[config.mk]
export PLATFORM = sky130hd
export DESIGN_NAME = writeback_stage
export DESIGN_NICKNAME = d
export VERILOG_FILES = /design/src/rtl/writeback_stage.sv
export SDC_FILE = /design/constraint.sdc
export NUM_CORES = 1
export LEC_CHECK = 0
export CORE_UTILIZATION = 30
export CTS_BUF_LIST = sky130_fd_sc_hd__clkbuf_8
export CTS_CLUSTER_DIAMETER = 40
export DETAILED_ROUTE_END_ITERATION = 10
export SLEW_MARGIN = 10
export SYNTH_ARGS = -nofsm -noshare
export SYNTH_HDL_FRONTEND = slang
export SYNTH_SLANG_ARGS = --single-unit
[constraint.sdc]
create_clock -name clk_i -period 3.2 [get_ports clk_i]
set_input_delay 0.32 -clock clk_i [delete_from_list [all_inputs] [get_ports clk_i]]
set_output_delay 0.32 -clock clk_i [all_outputs]
set_load 0.005 [all_outputs]
[src/rtl/writeback_stage.sv]
// writeback_stage: MEM/WB pipeline register and writeback mux of the RV32I core.
// Captures the memory-stage result, extracts and extends load data, and drives
// the register-file write port. Misaligned loads are flagged and never written.
// Optional feature macro: WB_INSTRET_EN adds WB_instret_o, a wrapping count of
// instructions that leave the stage without faulting.
module writeback_stage #(
  parameter int CNT_W = 64
) (
  input  logic             clk_i,
  input  logic             rst_i,
  input  logic             MEM_valid_i,
  input  logic             MEM_reg_wr_en_i,
  input  logic [4:0]       MEM_rd_i,
  input  logic [1:0]       MEM_wb_sel_i,
  input  logic [31:0]      MEM_alu_result_i,
  input  logic [31:0]      MEM_pc_plus4_i,
  input  logic [31:0]      MEM_load_data_i,
  input  logic [2:0]       MEM_funct3_i,
  input  logic             stall_i,
  input  logic             flush_i,
  output logic             WB_valid_o,
  output logic             WB_reg_wr_en_o,
  output logic [4:0]       WB_rd_o,
  output logic [31:0]      WB_wr_data_o,
  output logic             WB_misalign_o
`ifdef WB_INSTRET_EN
  ,
  output logic [CNT_W-1:0] WB_instret_o
`endif
);

  // Writeback source encodings; 11 is reserved and behaves like the ALU path.
  localparam logic [1:0] SEL_ALU  = 2'b00;
  localparam logic [1:0] SEL_LOAD = 2'b01;
  localparam logic [1:0] SEL_LINK = 2'b10;

  // Load width/sign encodings from funct3.
  localparam logic [2:0] F3_LB  = 3'b000;
  localparam logic [2:0] F3_LH  = 3'b001;
  localparam logic [2:0] F3_LW  = 3'b010;
  localparam logic [2:0] F3_LBU = 3'b100;
  localparam logic [2:0] F3_LHU = 3'b101;

  // The counter needs at least one bit; an empty block documents the bound.
  generate
    if (CNT_W < 1) begin : g_cnt_w_invalid
    end
  endgenerate

  // Stage registers.
  logic        r_valid;
  logic        r_reg_wr_en;
  logic [4:0]  r_rd;
  logic [1:0]  r_wb_sel;
  logic [31:0] r_alu_result;
  logic [31:0] r_pc_plus4;
  logic [31:0] r_load_data;
  logic [2:0]  r_funct3;

  // Combinational results derived only from the stage registers.
  logic [1:0]  w_addr_lo;
  logic [7:0]  w_byte;
  logic [15:0] w_half;
  logic [31:0] w_load_val;
  logic        w_load_misaligned;
  logic        w_misalign;
  logic        w_wen;
  logic [31:0] w_sel_data;

  // Stage register update: flush beats stall, stall holds, otherwise capture.
  always_ff @(posedge clk_i or posedge rst_i) begin
    if (rst_i) begin
      r_valid      <= 1'b0;
      r_reg_wr_en  <= 1'b0;
      r_rd         <= 5'd0;
      r_wb_sel     <= 2'b00;
      r_alu_result <= 32'd0;
      r_pc_plus4   <= 32'd0;
      r_load_data  <= 32'd0;
      r_funct3     <= 3'b000;
    end else if (flush_i) begin
      r_valid      <= 1'b0;
      r_reg_wr_en  <= 1'b0;
      r_rd         <= 5'd0;
      r_wb_sel     <= 2'b00;
      r_alu_result <= 32'd0;
      r_pc_plus4   <= 32'd0;
      r_load_data  <= 32'd0;
      r_funct3     <= 3'b000;
    end else if (!stall_i) begin
      r_valid      <= MEM_valid_i;
      r_reg_wr_en  <= MEM_reg_wr_en_i;
      r_rd         <= MEM_rd_i;
      r_wb_sel     <= MEM_wb_sel_i;
      r_alu_result <= MEM_alu_result_i;
      r_pc_plus4   <= MEM_pc_plus4_i;
      r_load_data  <= MEM_load_data_i;
      r_funct3     <= MEM_funct3_i;
    end
  end

  // Byte/halfword lane selection and extension from the little-endian word.
  always_comb begin
    w_addr_lo = r_alu_result[1:0];
    case (w_addr_lo)
      2'd0:    w_byte = r_load_data[7:0];
      2'd1:    w_byte = r_load_data[15:8];
      2'd2:    w_byte = r_load_data[23:16];
      default: w_byte = r_load_data[31:24];
    endcase
    w_half = w_addr_lo[1] ? r_load_data[31:16] : r_load_data[15:0];
    w_load_misaligned = 1'b0;
    case (r_funct3)
      F3_LB:   w_load_val = {{24{w_byte[7]}}, w_byte};
      F3_LBU:  w_load_val = {24'd0, w_byte};
      F3_LH: begin
        w_load_val        = {{16{w_half[15]}}, w_half};
        w_load_misaligned = w_addr_lo[0];
      end
      F3_LHU: begin
        w_load_val        = {16'd0, w_half};
        w_load_misaligned = w_addr_lo[0];
      end
      F3_LW: begin
        w_load_val        = r_load_data;
        w_load_misaligned = (w_addr_lo != 2'd0);
      end
      // Undefined load encodings pass the raw word and never fault.
      default: w_load_val = r_load_data;
    endcase
  end

  // Writeback source mux and write qualification; rd and data are forced to
  // zero whenever no write happens because the bypass ignores the enable.
  always_comb begin
    case (r_wb_sel)
      SEL_LOAD: w_sel_data = w_load_val;
      SEL_LINK: w_sel_data = r_pc_plus4;
      SEL_ALU:  w_sel_data = r_alu_result;
      default:  w_sel_data = r_alu_result;
    endcase
    w_misalign = r_valid & (r_wb_sel == SEL_LOAD) & w_load_misaligned;
    w_wen      = r_valid & r_reg_wr_en & (r_rd != 5'd0) & ~w_misalign;
  end

  assign WB_valid_o     = r_valid;
  assign WB_misalign_o  = w_misalign;
  assign WB_reg_wr_en_o = w_wen;
  assign WB_rd_o        = w_wen ? r_rd : 5'd0;
  assign WB_wr_data_o   = w_wen ? w_sel_data : 32'd0;

`ifdef WB_INSTRET_EN
  logic [CNT_W-1:0] r_instret;
  logic             w_retire;

  // An instruction retires when it leaves the stage (no stall) without faulting.
  assign w_retire = r_valid & ~stall_i & ~w_misalign;

  // Retire counter, wrapping naturally at 2^CNT_W.
  always_ff @(posedge clk_i or posedge rst_i) begin
    if (rst_i) begin
      r_instret <= '0;
    end else if (w_retire) begin
      r_instret <= r_instret + 1'b1;
    end
  end

  assign WB_instret_o = r_instret;
`endif

endmodule

==> results.yml <==
clocking:
  clkTransAtPathRegs_ns: 0.11
  cts_num_sinks: 108
  root_buffer: "clkbuf_8"
  clk_path_buf_depth: 2
  insertion_delay_ns: 0.38
  cts_buffers: 9
  cts_max_level: 3
  hold_buffers: 0
  cts_tree: "yes"
sta:
  setup_viol: 0
  fin_crit_sh: 0.958
  worst_slew_pin_slew_ns: 0.774
  fmax_mhz: 326
  finalHoldViolCount: 0
  slew_headroom: 0.484
  grt_setup_unrepaired: "no"
  fin_crit_ns: 3.06
  drv_slew: 0
  fin_skew_ns: 0
synth:
  synth_top_area_share: 0.459
  synth_fp_nets: 693
  synth_cells: 579
  synth_top_area_cell: "dfrtp_1"
  synth_area_mm2: 0.00588
  synth_ff_type: "dfrtp_1"
  synth_area_leaders: "dfrtp_1, mux2i_1, nor2_1"
  async_flop_share: 1.00
  synth.distinct_cells: 41
  synth_edf_count: 0
  yosys_warnings: 0
  synth.avg_cell_area_um2: 10.2
  ys_ff_latch: 108
  synth_seq_area_share: 0.459
cells_and_area:
  final_common_cell: "clkdlybuf4s50_1"
  final_cells: 979
  final_layout_size_suffix_gt1_frac: 0.0989
  layout.nets: 827
  syn2layout_area_growth_pct: 35.9
  final_area_mm2: 0.00800
  seq_area_mm2: 0.00270
  layout_common_cells: "clkdlybuf4s50_1, mux2i_1, nor2_1, dfrtp_1, o21ai_0"
  fillers: 1859
  multi_input_area_mm2: 0.00300
pwr:
  ir_drop_mv: 0.204
  leakagePower_nw: 3.45
  p_per_area_mw_per_mm2: 381
setup_path:
  worst_r2r_path_depth: 3
  cp_max_fo: 17
  start_kind: "flip-flop"
  crit_arrival_ns: 2.74
  cp-end-kind: "output pin"
  crit_type: "flip-flop to output pin"
  cp.required_ns: 2.88
floorplan:
  die_x_um: 142
  die_area_mm2: 0.0202
  std_cell_rows: 50
  core_area_mm2: 0.0190
  ios: 152
  die_h_um: 142
  start_util: 0.310
route:
  wl_per_cell_um: 19.7
  drtIter0Drc: 303
  num_vias: 5021
  route.detailed.drc: 0
  route.met2.wl_um: 9040
  dr_wl_met3_um: 1070
  wl_met1_um: 8640
  vias_per_cell: 5.13
  top_layer_used: "met4"
  drt-total-wl_um: 19300
  drt_pre_antenna_iters: 4
  ant_nets: 0
placement:
  portBuffers: 151
  place_congestion: 0.828
  place_area_mm2: 0.00765
  dp_hpwl_um: 13300
  dp.cells: 955
job:
  cap_violations: 0
grt:
  grt_pass1_vias: 5267
  grtUsageTotal: 0.195
  antenna_found_initial: 1
  grt_pass1_wl_um: 29600
  grt_max_degree: 71
  overflow: 0
min_path:
  hold_class: "input port to asynchronous set/reset pin"
run_status:
  status: "finished clean"
logic make-up after synthesis:
family,after synthesis,synth area share
AO/OA/AOI/OAI,107,0.141
adder cells (fa/ha/maj),2,0.00425
buffers and inverters,57,0.0436
flip-flops,108,0.459
multiplexers,118,0.202
AND/OR/NAND/NOR,187,0.150
metal layers:
| layer | track usage | up-vias |
|---|---|---|
| met3 | 0.0350 | 28 |
| met5 | 0 | - |
| met4 | 0.0775 | 0 |
| met2 | 0.313 | 163 |
| met1 | 0.259 | 2500 |
| li1 | - | 2330 |
critical path: stages (launching register included):
cell,delay [ns]
dfrtp_1,0.40
or4_1,0.71
o21ai_4,0.61
nor3_1,0.17
clkdlybuf4s50_1,0.48
per-stage QoR:
| stage | power [mW] | utilization | hold slack, ns | setup WS, ns | setup TNS, ns |
|---|---|---|---|---|---|
| detailed placement | 2.15 | 0.404 | 0.508 | 0.310 | 0 |
| global placement | 2.14 | 0.404 | 0.498 | 0.323 | 0 |
| CTS | 3.07 | 0.417 | 0.380 | -0.00907 | -0.00907 |
| global route | 3.20 | 0.422 | 0.437 | 0.00194 | 0 |
| floorplan | 1.87 | - | 0.473 | 0.0344 | 0 |
| finish | 3.05 | 0.422 | 0.388 | 0.135 | 0 |
worst paths after layout:
path,slack (ns),to,from
setup / recovery,0.14,WB_wr_data_o[7],r_rd[0]
hold / removal,0.39,r_alu_result[22],rst_i
setup reg to reg,2.17,r_funct3[0],r_funct3[0]
hold reg to reg,0.53,r_pc_plus4[6],r_pc_plus4[6]
max in group asynchronous,2.03,r_load_data[5],rst_i
min in group clk_i,0.47,r_pc_plus4[20],flush_i
final cells by class:
type | count | area share
clock inverter | 5 | 0.00735
tap | 260 | 0.0407
multi-input combinational | 415 | 0.375
inverter | 7 | 0.00360
antenna | 1 | 0.000313
clock buffer | 11 | 0.0189
timing repair buffer | 172 | 0.216
sequential | 108 | 0.338
timing repair:
item	4_1_cts	5_1_grt
endpoints found under the setup margin	25	30
setup buffers	3	3
gates resized for setup	7	13
cloned	1	0
pin swaps	2	2
power by group:
group          switching, mW  leakage (nW)  internal (mW)
Sequential            0.0666          1.43           1.44
Combinational          0.330          1.92          0.308
Clock                  0.495         0.102          0.406
registers in the layout, indices dropped and copies added (netlist names):
signal and cells:
r_rd 5, r_load_data 32, r_reg_wr_en 1, r_pc_plus4 32, WB_valid_o 1, r_funct3 3, r_alu_result 32, r_wb_sel 2
cell usage after synthesis, types with 10 or more instances:
cell / instances
nand2_1: 21
dfrtp_1: 108
nand4b_1: 16
o21ai_0: 25
mux2i_1: 111
clkbuf_1: 29
a211oi_2: 10
nor2_1: 109
a211oi_1: 15
a21oi_1: 10
buf_2: 16
and2_1: 19
No activity file was read; power rests on OpenSTA's default activity.
